[config.mk]
export PLATFORM = sky130hd
export DESIGN_NAME = retospect_cfg_loader_flat
export DESIGN_NICKNAME = d
export VERILOG_FILES = /design/src/rtl/retospect_cfg_loader_if.sv /design/src/rtl/retospect_cfg_loader.sv /design/src/flat_wrapper.sv
export SDC_FILE = /design/constraint.sdc
export NUM_CORES = 1
export LEC_CHECK = 0
export ABC_AREA = 1
export BUFFER_PORTS_ARGS = -buffer_cell sky130_fd_sc_hd__buf_2
export CAP_MARGIN = 15
export CORE_MARGIN = 5
export CORE_UTILIZATION = 40
export CTS_CLUSTER_SIZE = 28
export DETAILED_ROUTE_END_ITERATION = 6
export GPL_TIMING_DRIVEN = 0
export PLACE_DENSITY = 0.63
export SYNTH_ARGS = -nofsm -noshare
export SYNTH_HDL_FRONTEND = slang
export SYNTH_SLANG_ARGS = --single-unit
[constraint.sdc]
create_clock -name clk -period 3.5 [get_ports clk]
set_input_delay 0.7 -clock clk [delete_from_list [all_inputs] [get_ports clk]]
set_output_delay 0.7 -clock clk [all_outputs]
set_load 0.02 [all_outputs]
[src/rtl/retospect_cfg_loader_if.sv]
// Host-side byte stream into the configuration loader.
//   in_data  : configuration byte, bit0 is shifted onto the chain first
//   in_valid : in_data is valid (driven by the host, master side)
//   in_ready : loader accepts a byte this cycle (driven by the loader, slave side)
interface retospect_cfg_loader_if;
  logic [7:0] in_data;
  logic       in_valid;
  logic       in_ready;

  modport master (
    output in_data,
    output in_valid,
    input  in_ready
  );

  modport slave (
    input  in_data,
    input  in_valid,
    output in_ready
  );
endinterface

[src/rtl/retospect_cfg_loader.sv]
// Configuration shift-chain sequencer (clockbox first, then every CNB cell).
// Takes bytes from the host stream, serialises them LSB-first onto bs_in while
// holding config_en for exactly CHAIN_LEN shift cycles, then pulses reset_nn
// for NN_PULSE cycles and reports completion with a one-cycle done pulse.
//
// Ports:
//   clk, rst_n   : clock, asynchronous active-low reset
//   start        : single-cycle load request, only honoured while idle
//   abort        : cancels a load in LOAD or NNRST
//   in_if        : byte stream (in_data / in_valid / in_ready)
//   config_en    : chain shift enable
//   bs_in        : chain serial data
//   bs_out       : chain tail bit (only used with the readback CRC)
//   reset_nn     : neuron/counter re-arm pulse
//   busy         : high in LOAD, NNRST and DONE
//   done         : one-cycle completion pulse
//   aborted      : sticky abort flag, cleared by the next accepted start
//   bit_count    : bits shifted so far in the current load
//   readback_crc : CRC-8 (poly 0x07) of bs_out during shifting, only when
//                  RETOSPECT_CFG_READBACK_CRC_EN is defined
//
// Optional feature macro: RETOSPECT_CFG_READBACK_CRC_EN
module retospect_cfg_loader #(
  parameter int unsigned CHAIN_LEN = 573,
  parameter int unsigned CNT_W     = 10,
  parameter int unsigned NN_PULSE  = 1
) (
  input  logic                  clk,
  input  logic                  rst_n,
  input  logic                  start,
  input  logic                  abort,
  retospect_cfg_loader_if.slave in_if,
  output logic                  config_en,
  output logic                  bs_in,
  input  logic                  bs_out,
  output logic                  reset_nn,
  output logic                  busy,
  output logic                  done,
  output logic                  aborted,
  output logic [CNT_W-1:0]      bit_count
`ifdef RETOSPECT_CFG_READBACK_CRC_EN
  ,
  output logic [7:0]            readback_crc
`endif
);

  localparam int unsigned      NN_W      = (NN_PULSE > 1) ? $clog2(NN_PULSE) : 1;
  localparam logic [CNT_W-1:0] CHAIN_W   = CNT_W'(CHAIN_LEN);
  localparam logic [CNT_W-1:0] LAST_BIT  = CNT_W'(CHAIN_LEN - 1);
  localparam logic [CNT_W-1:0] BYTE_BITS = CNT_W'(8);
  localparam logic [NN_W-1:0]  NN_LAST   = NN_W'(NN_PULSE - 1);

  typedef enum logic [1:0] {
    ST_IDLE  = 2'd0,
    ST_LOAD  = 2'd1,
    ST_NNRST = 2'd2,
    ST_DONE  = 2'd3
  } state_e;

  state_e           state_q,     state_d;
  logic [7:0]       buf_q,       buf_d;
  logic [3:0]       buf_cnt_q,   buf_cnt_d;    // valid bits left in buf_q, current one included
  logic [CNT_W-1:0] req_q,       req_d;        // bits taken from accepted bytes so far
  logic [CNT_W-1:0] bit_count_q, bit_count_d;
  logic [NN_W-1:0]  nn_cnt_q,    nn_cnt_d;
  logic             aborted_q,   aborted_d;
  logic             config_en_q, config_en_d;
  logic             bs_in_q,     bs_in_d;
  logic             in_ready_q,  in_ready_d;
  logic             reset_nn_q,  reset_nn_d;
  logic             busy_q,      busy_d;
  logic             done_q,      done_d;

  logic             shift_c;
  logic             accept_c;
  logic [CNT_W-1:0] rem_c;
  logic [3:0]       nbits_c;

  // Shift happens whenever the buffer holds a bit; a byte lands on a handshake.
  assign shift_c  = (buf_cnt_q != 4'd0);
  assign accept_c = in_if.in_valid && in_ready_q;

  // The final byte only contributes what is left of the chain.
  assign rem_c   = CHAIN_W - req_q;
  assign nbits_c = (rem_c >= BYTE_BITS) ? 4'd8 : rem_c[3:0];

  // Next-state and registered-output logic.
  always_comb begin
    state_d     = state_q;
    buf_d       = buf_q;
    buf_cnt_d   = buf_cnt_q;
    req_d       = req_q;
    bit_count_d = bit_count_q;
    nn_cnt_d    = nn_cnt_q;
    aborted_d   = aborted_q;

    unique case (state_q)
      ST_IDLE: begin
        // start beats a coincident abort while idle
        if (start) begin
          state_d     = ST_LOAD;
          buf_d       = '0;
          buf_cnt_d   = '0;
          req_d       = '0;
          bit_count_d = '0;
          aborted_d   = 1'b0;
        end
      end

      ST_LOAD: begin
        if (shift_c) begin
          bit_count_d = bit_count_q + CNT_W'(1);
          buf_d       = buf_q >> 1;
          buf_cnt_d   = buf_cnt_q - 4'd1;
        end
        // A refill on the final-bit cycle overwrites the shifted remnant.
        if (accept_c) begin
          buf_d     = in_if.in_data;
          buf_cnt_d = nbits_c;
          req_d     = req_q + CNT_W'(nbits_c);
        end
        if (abort) begin
          state_d   = ST_IDLE;
          buf_d     = '0;
          buf_cnt_d = '0;
          aborted_d = 1'b1;
        end else if (shift_c && (bit_count_q == LAST_BIT)) begin
          state_d   = ST_NNRST;
          buf_d     = '0;
          buf_cnt_d = '0;
          nn_cnt_d  = '0;
        end
      end

      ST_NNRST: begin
        if (abort) begin
          state_d   = ST_IDLE;
          aborted_d = 1'b1;
        end else if (nn_cnt_q == NN_LAST) begin
          state_d = ST_DONE;
        end else begin
          nn_cnt_d = nn_cnt_q + NN_W'(1);
        end
      end

      ST_DONE: begin
        state_d = ST_IDLE;
      end

      default: begin
        state_d = ST_IDLE;
      end
    endcase

    // Outputs are registered, so they are derived from the next state.
    config_en_d = (buf_cnt_d != 4'd0);
    bs_in_d     = config_en_d & buf_d[0];
    in_ready_d  = (state_d == ST_LOAD) && (req_d < CHAIN_W) && (buf_cnt_d <= 4'd1);
    reset_nn_d  = (state_d == ST_NNRST);
    busy_d      = (state_d != ST_IDLE);
    done_d      = (state_d == ST_DONE);
  end

  // State and output registers.
  always_ff @(posedge clk or negedge rst_n) begin
    if (!rst_n) begin
      state_q     <= ST_IDLE;
      buf_q       <= '0;
      buf_cnt_q   <= '0;
      req_q       <= '0;
      bit_count_q <= '0;
      nn_cnt_q    <= '0;
      aborted_q   <= 1'b0;
      config_en_q <= 1'b0;
      bs_in_q     <= 1'b0;
      in_ready_q  <= 1'b0;
      reset_nn_q  <= 1'b0;
      busy_q      <= 1'b0;
      done_q      <= 1'b0;
    end else begin
      state_q     <= state_d;
      buf_q       <= buf_d;
      buf_cnt_q   <= buf_cnt_d;
      req_q       <= req_d;
      bit_count_q <= bit_count_d;
      nn_cnt_q    <= nn_cnt_d;
      aborted_q   <= aborted_d;
      config_en_q <= config_en_d;
      bs_in_q     <= bs_in_d;
      in_ready_q  <= in_ready_d;
      reset_nn_q  <= reset_nn_d;
      busy_q      <= busy_d;
      done_q      <= done_d;
    end
  end

  assign in_if.in_ready = in_ready_q;
  assign config_en      = config_en_q;
  assign bs_in          = bs_in_q;
  assign reset_nn       = reset_nn_q;
  assign busy           = busy_q;
  assign done           = done_q;
  assign aborted        = aborted_q;
  assign bit_count      = bit_count_q;

`ifdef RETOSPECT_CFG_READBACK_CRC_EN
  logic [7:0] crc_q, crc_d;

  // CRC-8 over the old chain contents leaving through bs_out while shifting.
  always_comb begin
    crc_d = crc_q;
    if ((state_q == ST_IDLE) && start) begin
      crc_d = '0;
    end else if (config_en_q) begin
      crc_d = {crc_q[6:0], 1'b0} ^ ((crc_q[7] ^ bs_out) ? 8'h07 : 8'h00);
    end
  end

  always_ff @(posedge clk or negedge rst_n) begin
    if (!rst_n) begin
      crc_q <= '0;
    end else begin
      crc_q <= crc_d;
    end
  end

  assign readback_crc = crc_q;
`else
  logic unused_bs_out;
  assign unused_bs_out = bs_out;
`endif

endmodule

[src/flat_wrapper.sv]
// flat-port wrapper written by rule: the top's interface ports become plain ports
module retospect_cfg_loader_flat 
#(
  parameter int unsigned CHAIN_LEN = 573,
  parameter int unsigned CNT_W     = 10,
  parameter int unsigned NN_PULSE  = 1
)
  (clk, rst_n, start, abort, config_en, bs_in, bs_out, reset_nn, busy, done, aborted, bit_count, in_if_in_data, in_if_in_valid, in_if_in_ready);
  retospect_cfg_loader_if in_if_i ();
  input  logic clk;
  input  logic rst_n;
  input  logic start;
  input  logic abort;
  output logic config_en;
  output logic bs_in;
  input  logic bs_out;
  output logic reset_nn;
  output logic busy;
  output logic done;
  output logic aborted;
  output logic [CNT_W-1:0] bit_count;
  input wire logic [$bits(in_if_i.in_data)-1:0] in_if_in_data;
  input wire logic [$bits(in_if_i.in_valid)-1:0] in_if_in_valid;
  output wire logic [$bits(in_if_i.in_ready)-1:0] in_if_in_ready;
  assign in_if_i.in_data = in_if_in_data;
  assign in_if_i.in_valid = in_if_in_valid;
  assign in_if_in_ready = in_if_i.in_ready;
  retospect_cfg_loader #(.CHAIN_LEN(CHAIN_LEN), .CNT_W(CNT_W), .NN_PULSE(NN_PULSE)) u_core (.clk(clk), .rst_n(rst_n), .start(start), .abort(abort), .in_if(in_if_i), .config_en(config_en), .bs_in(bs_in), .bs_out(bs_out), .reset_nn(reset_nn), .busy(busy), .done(done), .aborted(aborted), .bit_count(bit_count));
endmodule
==> results.txt, run 1 <==
- Counting distinct cell types in the post-synthesis netlist gives 35.
- The detailed router finished its first iteration with ~160 violations.
- Total count of max-transition violations in the final report: 0
- The first global-routing pass estimated 10.16 mm of wire.
* Detailed placement HPWL: roughly 4.3 mm
- Worst VDD drop: between 0.3 and 0.4 mV
- The count of final hold-check violations is 0.
- Across the routed clock network, the largest skew measured is between 10 and 15 ps.
- Switching pwr: ~0.95 mW
- Of the total power, registers draw 0.338.
- For the worst setup path, the data required time is 3720 ps.
- Switching share of total power: 0.4715
- Clock buffer depth: 2
* Critical path start-end classification: reg2reg
- Clock root buffer: sky130_fd_sc_hd__clkbuf_8
- Post-synthesis cell type with the largest combined area: sky130_fd_sc_hd__dfrtp_1
* Crit path from: u_core.req_q[2]
- Layout net count: 396
* Core outline area: 6026 sq um
- Critical Path Max Stage Delay: 460 ps
- In this run the post-CTS setup repair buffer count came out at 0.
- TritonCTS created 5 clock buffers.
* Setup violations, final: 0
- Internal cell power: 1.063 mW
* Pin count of the biggest net entering global routing: 42
- Setup WS post-layout: 565.5 ps
- In the synthesized netlist, the cells that appear most often are sky130_fd_sc_hd__nand2_1, sky130_fd_sc_hd__inv_1, sky130_fd_sc_hd__dfrtp_1, sky130_fd_sc_hd__o21ai_0, sky130_fd_sc_hd__nor2_1.
* Category of cells accounting for the largest share of critical-path delay: simple AND/OR/NAND/NOR gates
- Number of H-tree levels: 2
* Source-to-sink clock delay at the later pin of the worst-skew pair: about 300 ps
- Part of the total power dissipated in combinational logic: 0.502
* Minimum clock period after layout: roughly 2900 ps
- R2R cell count: 20
* Master of the slowest instance on the critical path: sky130_fd_sc_hd__dfrtp_1
- Hold_sp: u_core.aborted
- Setup TNS: 0 ps
- Residual DRC count: 0
* Number of filler cells placed in the layout: 656
* Fraction of the core area covered by cells at the end of the flow: 0.4713
* Syn Area/Cell: 7.474 sq um
* Data arrival time at the worst-slack endpoint: 3160 ps
- Dividing the detail-routed via count by the number of cells gives approximately 5.1.
- In this run the static leakage power is 1.429 nW.
- For this run, the total global-route usage over all layers was measured as 0.1604.
- Port-buffer cells: 29
* Relative slew slack: 0.3816
- R2R Path Start: u_core.req_q[2]
* Antenna Diode Count: 0
- Counting flops and latches in the post-synthesis netlist gives between 40 and 50.
* Post-Route WL: 5.683 mm
- Dividing the final minimum period by the clock period gives 0.8384.
- Ordered list of cells on the worst path: ha_1 > nand2_1 > clkinv_1 > nand2_1 > nand2_1 > nand2_1 > nand2_1 > nor2_4 > nand2_2 > inv_1 > nor2_1 > ha_1 > o21ai_0 > o21ai_0 > or2_2 > nand3_1 > nor2_1 > nand2_1 > nand3_1 > a21oi_2
* Initial standard-cell utilization of the core: 0.4167
* Top cell type's share of synthesized area: 0.4086
- Via count: about 2300
- Most common cell type on the critical path: sky130_fd_sc_hd__nand2_1
- Die X: 89.24 um
- The number of gates resized after CTS was 0.
- Unrepaired setup endpoints after global routing: no
- The number of global-route vias before repair is 2235.
- Yosys warns: 0
- Most used flip-flop cell after synthesis: sky130_fd_sc_hd__dfrtp_1
- Row Count: 28
* Post-synthesis sequential area ratio: 0.4086
- CTS Hold Bufs: 0
* Number of max-cap violations: 0
- Clock tree synthesis found a total of 41 sinks.
* Length of the first detailed-routing pass in iterations: 4
- After synthesis, the cell types taking the most area are sky130_fd_sc_hd__dfrtp_1, sky130_fd_sc_hd__nand2_1, sky130_fd_sc_hd__inv_1.
* Post-synthesis cell count: approximately 340
* Proportion of layout cells with a drive suffix above 1: 0.1747
* Clock Pin Slew Worst Setup and Hold Paths: 80 ps
* Nature of the critical path endpoint: flop
- STA classifies the critical path startpoint as a flop.
* Worst slack after detailed placement: 588.3 ps
- Synthesis produced a netlist with a net count of 360.
- Initial antenna violation count: 0
* Number of buffer and inverter stages on the critical path: 2
- Outcome: complete, no violations
* Async SR Flop Fraction: 1.000
- Count leader, synth: sky130_fd_sc_hd__nand2_1
- CP Max Fanout: 8
* Fmax: 0.3408 GHz
- From synthesis to final layout, the design area changed by 13.10%.
- Actual transition at the worst max-transition pin: 927.6 ps
* Power density over the cells: 707.9 nW/um^2
* Path length in cells of the critical path: 20
- After detailed routing, the average wire length per cell comes to roughly 13 um.
* Type of the most critical hold path: reg2reg
- Part of the total power dissipated in the clock network: 0.160
- Global routing finished with a remaining overflow of 0.
- The die covers 7963 sq um.
- Clock tree from TritonCTS: done
- Number of cells on the worst hold path: 1
* Post-synthesis cell area: between 2000 and 3000 sq um
- Floorplan die height: 89.24 um
- Weighted congestion reported at the end of routability-driven placement: 0.7993
- Post-route antenna net violation count: 0
* IO Pins: 31
- Number of enable flip-flop cells after synthesis: 0
==> worst register-to-register path: cells and delay by family, from the launching register on <==
family,cells,cell delay [ps]
AOI/OAI and AO/OA,3,380
adders and majority gates,2,520
buffers and inverters,2,180
DFF,1,460
and+or+nand+nor,13,1300
==> area by class of cell <==
class | instances | area (sq um) | area share
plain buffers | 5 | 26.28 | 0.009251
clock buffers | 6 | 82.58 | 0.02907
clock inverters | 1 | 7.507 | 0.002643
inverters | 54 | 202.7 | 0.07137
multi-input cells | 236 | 1256 | 0.4423
flip-flops and latches | 41 | 1026 | 0.3612
well taps | 75 | 93.84 | 0.03304
repair buffers | 29 | 145.1 | 0.05110
==> path summary, 6_finish.rpt <==
check	end	slack, ps
max in group asynchronous	u_core.req_q[9]	2380
min in group asynchronous	u_core.bit_count[4]	540
worst min register to register	u_core.aborted	510
worst max-delay path	u_core.in_if.in_ready	570
worst min-delay path	u_core.aborted	510
worst max register to register	u_core.in_if.in_ready	570
==> logic make-up after synthesis <==
kind of cell | synth area share
XOR/XNOR | 0.003488
buffers and inverters | 0.09118
AND/OR/NAND/NOR | 0.2920
AO/OA/AOI/OAI | 0.1535
adder cells (fa/ha/maj) | 0.04983
other | 0.001493
flip-flops | 0.4086
==> through the flow <==
step	power [mW]	instances	hold slack [ps]	area, sq um
floorplan	1.438	336	404.4	2511
global placement	1.679	440	486.0	2750
detailed placement	1.698	440	500.6	2750
CTS	2.026	447	520.7	2840
global route	2.210	447	548.4	2840
finish	2.011	447	513.4	2840
==> power by group through the flow <==
stage	Combinational (mW)	Clock [mW]	Sequential (mW)
floorplan	0.725	0	0.713
global placement	0.994	0	0.685
detailed placement	1.01	0	0.687
CTS	1.01	0.333	0.679
global route	1.16	0.348	0.699
finish	1.01	0.323	0.679
==> layer usage <==
metal | GRT usage | vias up | part of all wire
met5 | 0 | - | 0
met4 | 0.05142 | 0 | 0.013
met3 | 0.02304 | 7 | 0.029
met2 | 0.2659 | 51 | 0.48
met1 | 0.2160 | 1060 | 0.48
li1 | - | 1166 | -
==> cells in the final DEF (no fill, tap or decap) <==
| cell type | instances |
|---|---|
| sky130_fd_sc_hd__clkbuf_8 | 6 |
| sky130_fd_sc_hd__or2_2 | 1 |
| sky130_fd_sc_hd__a22o_1 | 1 |
| sky130_fd_sc_hd__nand3_1 | 20 |
| sky130_fd_sc_hd__a31oi_1 | 2 |
| sky130_fd_sc_hd__and3_1 | 1 |
| sky130_fd_sc_hd__o21ai_0 | 32 |
| sky130_fd_sc_hd__clkbuf_1 | 3 |
| sky130_fd_sc_hd__nor2_4 | 2 |
| sky130_fd_sc_hd__ha_1 | 10 |
| sky130_fd_sc_hd__a22oi_1 | 2 |
| sky130_fd_sc_hd__clkinvlp_4 | 1 |
| sky130_fd_sc_hd__o21ai_1 | 1 |
| sky130_fd_sc_hd__xor2_1 | 1 |
| sky130_fd_sc_hd__buf_4 | 2 |
| sky130_fd_sc_hd__a21oi_1 | 17 |
| sky130_fd_sc_hd__inv_1 | 48 |
| sky130_fd_sc_hd__nand3_2 | 2 |
| sky130_fd_sc_hd__nand3b_1 | 3 |
| sky130_fd_sc_hd__o211ai_1 | 1 |
| sky130_fd_sc_hd__dfrtp_1 | 41 |
| sky130_fd_sc_hd__nand4_1 | 6 |
| sky130_fd_sc_hd__nor3b_2 | 1 |
| sky130_fd_sc_hd__o31ai_1 | 1 |
| sky130_fd_sc_hd__nand2_2 | 8 |
| sky130_fd_sc_hd__nand4_2 | 1 |
| sky130_fd_sc_hd__inv_2 | 5 |
| sky130_fd_sc_hd__nand2_1 | 69 |
| sky130_fd_sc_hd__buf_2 | 29 |
| sky130_fd_sc_hd__conb_1 | 1 |
| sky130_fd_sc_hd__nor3_1 | 10 |
| sky130_fd_sc_hd__a21oi_2 | 2 |
| sky130_fd_sc_hd__o32a_1 | 1 |
| sky130_fd_sc_hd__nor2_1 | 26 |
| sky130_fd_sc_hd__nand2_4 | 1 |
| sky130_fd_sc_hd__o22ai_1 | 9 |
| sky130_fd_sc_hd__clkinv_1 | 1 |
| sky130_fd_sc_hd__nor2_2 | 4 |
==> state kept, by name, summed over array words and instances, names as in the netlist <==
register	cells
u_core.bs_in	1
u_core.aborted	1
u_core.config_en	1
u_core.buf_cnt_q	4
u_core.busy	1
u_core.state_q	2
u_core.req_q	10
u_core.reset_nn	1
u_core.buf_q	8
u_core.in_if.in_ready	1
u_core.done	1
u_core.bit_count	10
(Power assumes the default switching activity.)
==> run 2: changes to the inputs <==
clock period = 3 ns   (was 3.5 ns; I/O delays follow)
==> results.txt, run 2 (synthesized netlist as in run 1, its figures left out) <==
- Final count of hold timing violations: 0 (unchanged)
* Routed via count divided by cell count: 5.133 (+0.46%)
- Commonest non-fill, non-tap cells in the layout: sky130_fd_sc_hd__nand2_1, sky130_fd_sc_hd__inv_1, sky130_fd_sc_hd__dfrtp_1, sky130_fd_sc_hd__o21ai_0, sky130_fd_sc_hd__buf_2
- Overflow after GRT: 0 (unchanged)
- Fmax: 0.3638 GHz (+6.8%)
- Power density over the cells: 825.6 nW/um^2 (+17%)
* Most common cell type on the critical path: sky130_fd_sc_hd__nand2_1
* PnR Total Power: 2.371 mW (+18%)
- Clock sink total: 41 (unchanged)
- Final worst-path cycle share: 0.9161 (+0.07771)
- The number of global-route vias before repair came to 2235 (unchanged).
- Worst VDD drop: 0.4474 mV (+17%)
- The final setup violation count was 0 (unchanged).
- The worst hold path belongs to the class in2async.
* Actual transition at the worst max-transition pin: 926.5 ps (-1.099 ps)
- Master of the slowest instance on the critical path: sky130_fd_sc_hd__dfrtp_2
- R2R Path Start: u_core.req_q[2]
- Startpoint kind of the worst setup timing path: flop
- The clock skew after layout is 10.95 ps (+0.1669 ps).
- The minimum clock period was 2748 ps (-186.1 ps).
- The leakage power summed over all cells is 1.455 nW (+1.9%).
- The total via count in the routed design came to 2310 (+1.1%).
* Antenna Diode Count: 0 (unchanged)
- CP Max Fanout: 8 (unchanged)
- Proportion of layout cells with a drive suffix above 1: 0.1893 (+0.01460)
- Die X: 89.24 um (unchanged)
- The clock-pin slew reported for the worst setup and hold paths after clock tree synthesis was 80 ps (about the same).
- Full die area: 7963 sq um (unchanged)
* Weighted congestion reported at the end of routability-driven placement: 0.7993 (unchanged)
* Initial antenna violation count: 0 (unchanged)
- The global-route wire length before repair is 10.16 mm (unchanged).
* Number of buffer and inverter stages on the critical path: 2 (unchanged)
- Clock root buffer: sky130_fd_sc_hd__clkbuf_8
- Compared with the post-synthesis result, the final layout area differs by 14.35%.
- The final max-slew violation count was 0 (unchanged).
- TritonCTS built the clock tree.
- Port-buffer cells: 29 (unchanged)
- Critical path start-end classification: reg2reg
- Data arrival time at the worst-slack endpoint: 2970 ps (-190 ps)
- Residual DRC count: 0 (unchanged)
* Post-Route WL: 5.749 mm (+1.2%)
* Length of the first detailed-routing pass in iterations: 4 (unchanged)
- Layout net count: 399 (+0.76%)
- Critical Path Max Stage Delay: 450 ps (about the same)
- Critical Path RT: 3220 ps (-500 ps)
- The library cell used most frequently in the layout, excluding fill and tap cells, is sky130_fd_sc_hd__nand2_1.
- The worst setup path is captured at a flop.
- Source-to-sink clock delay at the later pin of the worst-skew pair: 300 ps (about the same)
- Inserted Clock Buffers: 5 (unchanged)
- CTS Hold Bufs: 0 (unchanged)
* IO Pins: 31 (unchanged)
- The initial standard-cell utilization of the core is 0.4167 (unchanged).
* Outcome: complete, no violations
- Broken down by cell family, the worst path's largest delay share belongs to simple AND/OR/NAND/NOR gates.
- Unrepaired setup endpoints after global routing: no
- The placement row count was 28 (unchanged).
* Floorplan die height: 89.24 um (unchanged)
* Total global-route track usage: 0.1604 (unchanged)
- The worst relative slew slack came to 0.3824 (+0.0007320).
- Number of max-cap violations: 0 (unchanged)
* Crit path from: u_core.req_q[2]
- Starting DRC count in detailed routing: 152 (-6.7%)
* Clock buffer depth: 2 (unchanged)
- The final sum of negative setup slack was 0 ps (unchanged).
* Ordered list of cells on the worst path: ha_1 > nand2_1 > inv_2 > nand2_2 > nand2_1 > nand2_1 > nand2_1 > nor2_4 > nand2_4 > inv_1 > nor2_1 > ha_1 > o21ai_0 > o21ai_0 > or2_2 > nand3_1 > nor2_1 > nand2_1 > nand3_1 > a21oi_2
- Pin count of the biggest net entering global routing: 42 (unchanged)
- Post-DR wirelength/cell: 12.78 um (+0.49%)
- The level count of the clock H-tree came to 2 (unchanged).
- Post-route antenna net violation count: 0 (unchanged)
- The HPWL after detailed placement is 4.261 mm (unchanged).
- Core outline area: 6026 sq um (unchanged)
run 2: metrics by stage:
step	cells	cell area, sq um	utilization	setup slack [ps]	hold slack (ps)
after floorplan	336	2511	-	435.8	304.4
after global placement	440	2750	0.4564	136.1	486.0
after detailed placement	440	2750	0.4564	88.28	500.6
after CTS	447	2840	0.4713	52.63	469.6
after global routing	450	2872	0.4765	6.421	521.0
final	450	2872	0.4765	251.6	436.9
run 2: worst paths after layout:
kind,endpoint,slack (ps),cells past startpoint
max in group asynchronous,u_core.req_q[2],1940,1
max,u_core.in_if.in_ready,250,20
min reg2reg,u_core.aborted,510,1
max reg2reg,u_core.in_if.in_ready,250,20
min in group clk,u_core.aborted,510,1
min,u_core.bit_count[4],440,1
run 2: repair_timing:
item,CTS,global route
resized for setup,0,4
setup buffers,0,3
setup endpoints to repair,0,1
run 2: power by group:
group | switching (mW) | internal [mW]
logic | 0.816 | 0.387
clock network | 0.194 | 0.182
registers | 0.106 | 0.685
total | 1.12 | 1.25
run 2: layer usage:
layer,track usage,vias up,wire [um]
li1,-,1174,-
met1,0.2160,1069,2723
met2,0.2659,60,2720
met3,0.02304,7,227
met4,0.05142,0,76
met5,0,-,0
run 2: area by class of cell:
| class | count | area [sq um] |
|---|---|---|
| Multi-Input combinational cell | 236 | 1264 |
| Buffer | 5 | 26.28 |
| Timing Repair Buffer | 32 | 167.7 |
| Tap cell | 75 | 93.84 |
| Inverter | 54 | 202.7 |
| Clock inverter | 1 | 7.507 |
| Sequential cell | 41 | 1027 |
| Clock buffer | 6 | 82.58 |
| Fill cell | 653 | 3154 |
==> run 3: changes to the inputs <==
CTS_BUF_LIST = sky130_fd_sc_hd__clkbuf_16   (was not set)
==> results.txt, run 3 (synthesized netlist as in run 1, its figures left out) <==
- The min-delay analysis places its worst path in the category in2async.
* Initial antenna violation count: 0 (unchanged)
* Die X: 89.24 um (unchanged)
- The global placement routability congestion was 0.7993 (unchanged).
- Setup WS post-layout: 255.7 ps (+4.099 ps)
- Worst slack after detailed placement: 88.28 ps (unchanged)
- The maximum buffer depth of the clock tree was 2 (unchanged).
* Power density over the cells: 858.1 nW/um^2 (+3.9%)
- Relative slew slack: 0.3841 (+0.001710)
* Number of max-cap violations: 0 (unchanged)
* Final worst-path cycle share: 0.9148 (-0.001366)
* IO Pins: 31 (unchanged)
- Data arrival time at the worst-slack endpoint: 2950 ps (-20 ps)
- Floorplan die height: 89.24 um (unchanged)
* Worst VDD drop: 0.5294 mV (+18%)
- STA classifies the critical path endpoint as a flop.
- The final instance area was 2903 sq um (+1.1%).
* Final Instance Count excl. Fillers: 448 (-0.44%)
* Commonest non-fill, non-tap cells in the layout: sky130_fd_sc_hd__nand2_1, sky130_fd_sc_hd__inv_1, sky130_fd_sc_hd__dfrtp_1, sky130_fd_sc_hd__o21ai_0, sky130_fd_sc_hd__buf_2
* Critical Path RT: 3210 ps (about the same)
- The level count of the clock H-tree came to 2 (unchanged).
- The final antenna-violating net count is 0 (unchanged).
* Setup TNS: 0 ps (unchanged)
- Category of cells accounting for the largest share of critical-path delay: simple AND/OR/NAND/NOR gates
* Inserted Clock Buffers: 5 (unchanged)
- Critical path start-end classification: reg2reg
* Global-route met1 utilization: 0.2160 (unchanged)
- The worst-margin pin slew is 923.9 ps (-2.565 ps).
* Initial standard-cell utilization of the core: 0.4167 (unchanged)
- Master of the slowest instance on the critical path: sky130_fd_sc_hd__dfrtp_2
- The maximum achievable frequency is 0.3644 GHz (+0.15%).
- The largest fanout of any net on the critical path was 8 (unchanged).
* CTS Hold Bufs: 0 (unchanged)
- Clock root buffer: sky130_fd_sc_hd__clkbuf_16
- Post-route worst hold slack: 460.1 ps (+23.21 ps)
- Source-to-sink clock delay at the later pin of the worst-skew pair: 280 ps (-20 ps)
- Routed via count divided by cell count: 5.103 (-0.60%)
- The number of global-route vias before repair came to 2232 (-0.13%).
* Port-buffer cells: 29 (unchanged)
* Starting DRC count in detailed routing: 145 (-4.6%)
- The area of placed instances was 2750 sq um (unchanged).
* Most heavily used metal layer in global routing: met2
* Total placed cells including tap cells: 440 (unchanged)
- Leaving out fill and tap cells, the most frequent cell in the layout is sky130_fd_sc_hd__nand2_1.
- Setup violations, final: 0 (unchanged)
- Final Skew: 8.290 ps (-2.658 ps)
- The count of final hold-check violations is 0 (unchanged).
- Overflow after GRT: 0 (unchanged)
* Minimum clock period after layout: 2744 ps (-4.099 ps)
- The total wirelength of the detailed-routed design came to 5.730 mm (-0.33%).
* Total global-route track usage: 0.1611 (+0.0007682)
* Ordered list of cells on the worst path: ha_1 > nand2_1 > inv_2 > nand2_2 > nand2_1 > nand2_1 > nand2_1 > nor2_4 > nand2_4 > inv_1 > nor2_1 > ha_1 > o21ai_0 > o21ai_0 > or2_2 > nand3_1 > nor2_1 > nand2_1 > nand3_1 > a21oi_2
- The met2 routing resource usage after global routing came to 0.2672 (+0.001340).
- Startpoint kind of the worst setup timing path: flop
- Met3 track demand over resource in global routing: 0.02673 (+0.003687)
- The leakage power summed over all cells was 1.465 nW (+0.68%).
- The clock sink total was 41 (unchanged).
* Clock Pin Slew Worst Setup and Hold Paths: 60 ps (-20 ps)
- Area growth from synthesis to final layout: 15.60%
- Critical Path Max Stage Delay: 450 ps (about the same)
- Residual DRC count: 0 (unchanged)
- The most numerous cell type found on the critical path is sky130_fd_sc_hd__nand2_1.
- Row Count: 28 (unchanged)
* Clock tree from TritonCTS: done
- The die outline area came to 7963 sq um (unchanged).
* Post-DR wirelength/cell: 12.79 um (+0.11%)
- The number of detailed-routing iterations run before antenna repair came to 4 (unchanged).
- Total count of max-transition violations in the final report: 0 (unchanged)
- Core outline area: 6026 sq um (unchanged)
* Detailed placement HPWL: 4.261 mm (unchanged)
- First-pass GRT wire length: 10.19 mm (+0.34%)
* Layout net count: 397 (-0.50%)
- The count of buffering cells on the critical path with inverters included came to 2 (unchanged).
* Pin count of the biggest net entering global routing: 42 (unchanged)
- Outcome: complete, no violations
* Antenna Diode Count: 0 (unchanged)
- The fraction of final layout cells sized beyond drive strength 1 was 0.1823 (-0.007028).
- The total via count in the routed design came to 2286 (-1.0%).
- Setup repair after global routing left no endpoint under its margin.
[run 3: cell types whose count changed in the layout (fill, tap and decap cells not counted), sizes merged]
cell / previous run / this run
buf: 34 / 32
clkbuf: 9 / 8
clkinv: 0 / 1
[run 3: routing by layer]
layer,part of all wire,up-vias
met3,0.023,8
met1,0.49,1073
li1,-,1172
met4,0.016,0
met2,0.47,33
met5,0,-
[run 3: worst paths after layout]
check	start	end	slack, ps	cells past startpoint
max	u_core.req_q[2]	u_core.in_if.in_ready	260	20
min	rst_n	u_core.buf_q[5]	460	1
max reg2reg	u_core.req_q[2]	u_core.in_if.in_ready	260	20
min reg2reg	u_core.aborted	u_core.aborted	510	1
max in group asynchronous	rst_n	u_core.req_q[2]	1910	1
min in group clk	u_core.aborted	u_core.aborted	510	1
[run 3: report_power, final]
group	internal (mW)	total, mW	switching [mW]
Clock	0.301	0.513	0.212
Combinational	0.374	1.18	0.809
Sequential	0.687	0.795	0.108
[run 3: repair_timing]
| action | 4_1_cts | 5_1_grt |
|---|---|---|
| resized for setup | 0 | 4 |
| setup endpoints to repair | 0 | 1 |
| buffers inserted | 0 | 1 |
[run 3: layout make-up]
class / count / area (sq um)
fill: 647 / 3123
inverter: 54 / 202.7
buffer: 5 / 26.28
clock buffer: 5 / 125.1
tap: 75 / 93.84
timing repair buffer: 30 / 152.6
clock inverter: 2 / 11.26
sequential: 41 / 1027
multi-input combinational: 236 / 1264
[run 3: stage by stage]
step	utilization	total power, mW
final	0.4817	2.491
after global routing	0.4817	2.726
after CTS	0.4790	2.502
after detailed placement	0.4564	1.981
after global placement	0.4564	1.959
after floorplan	-	1.678
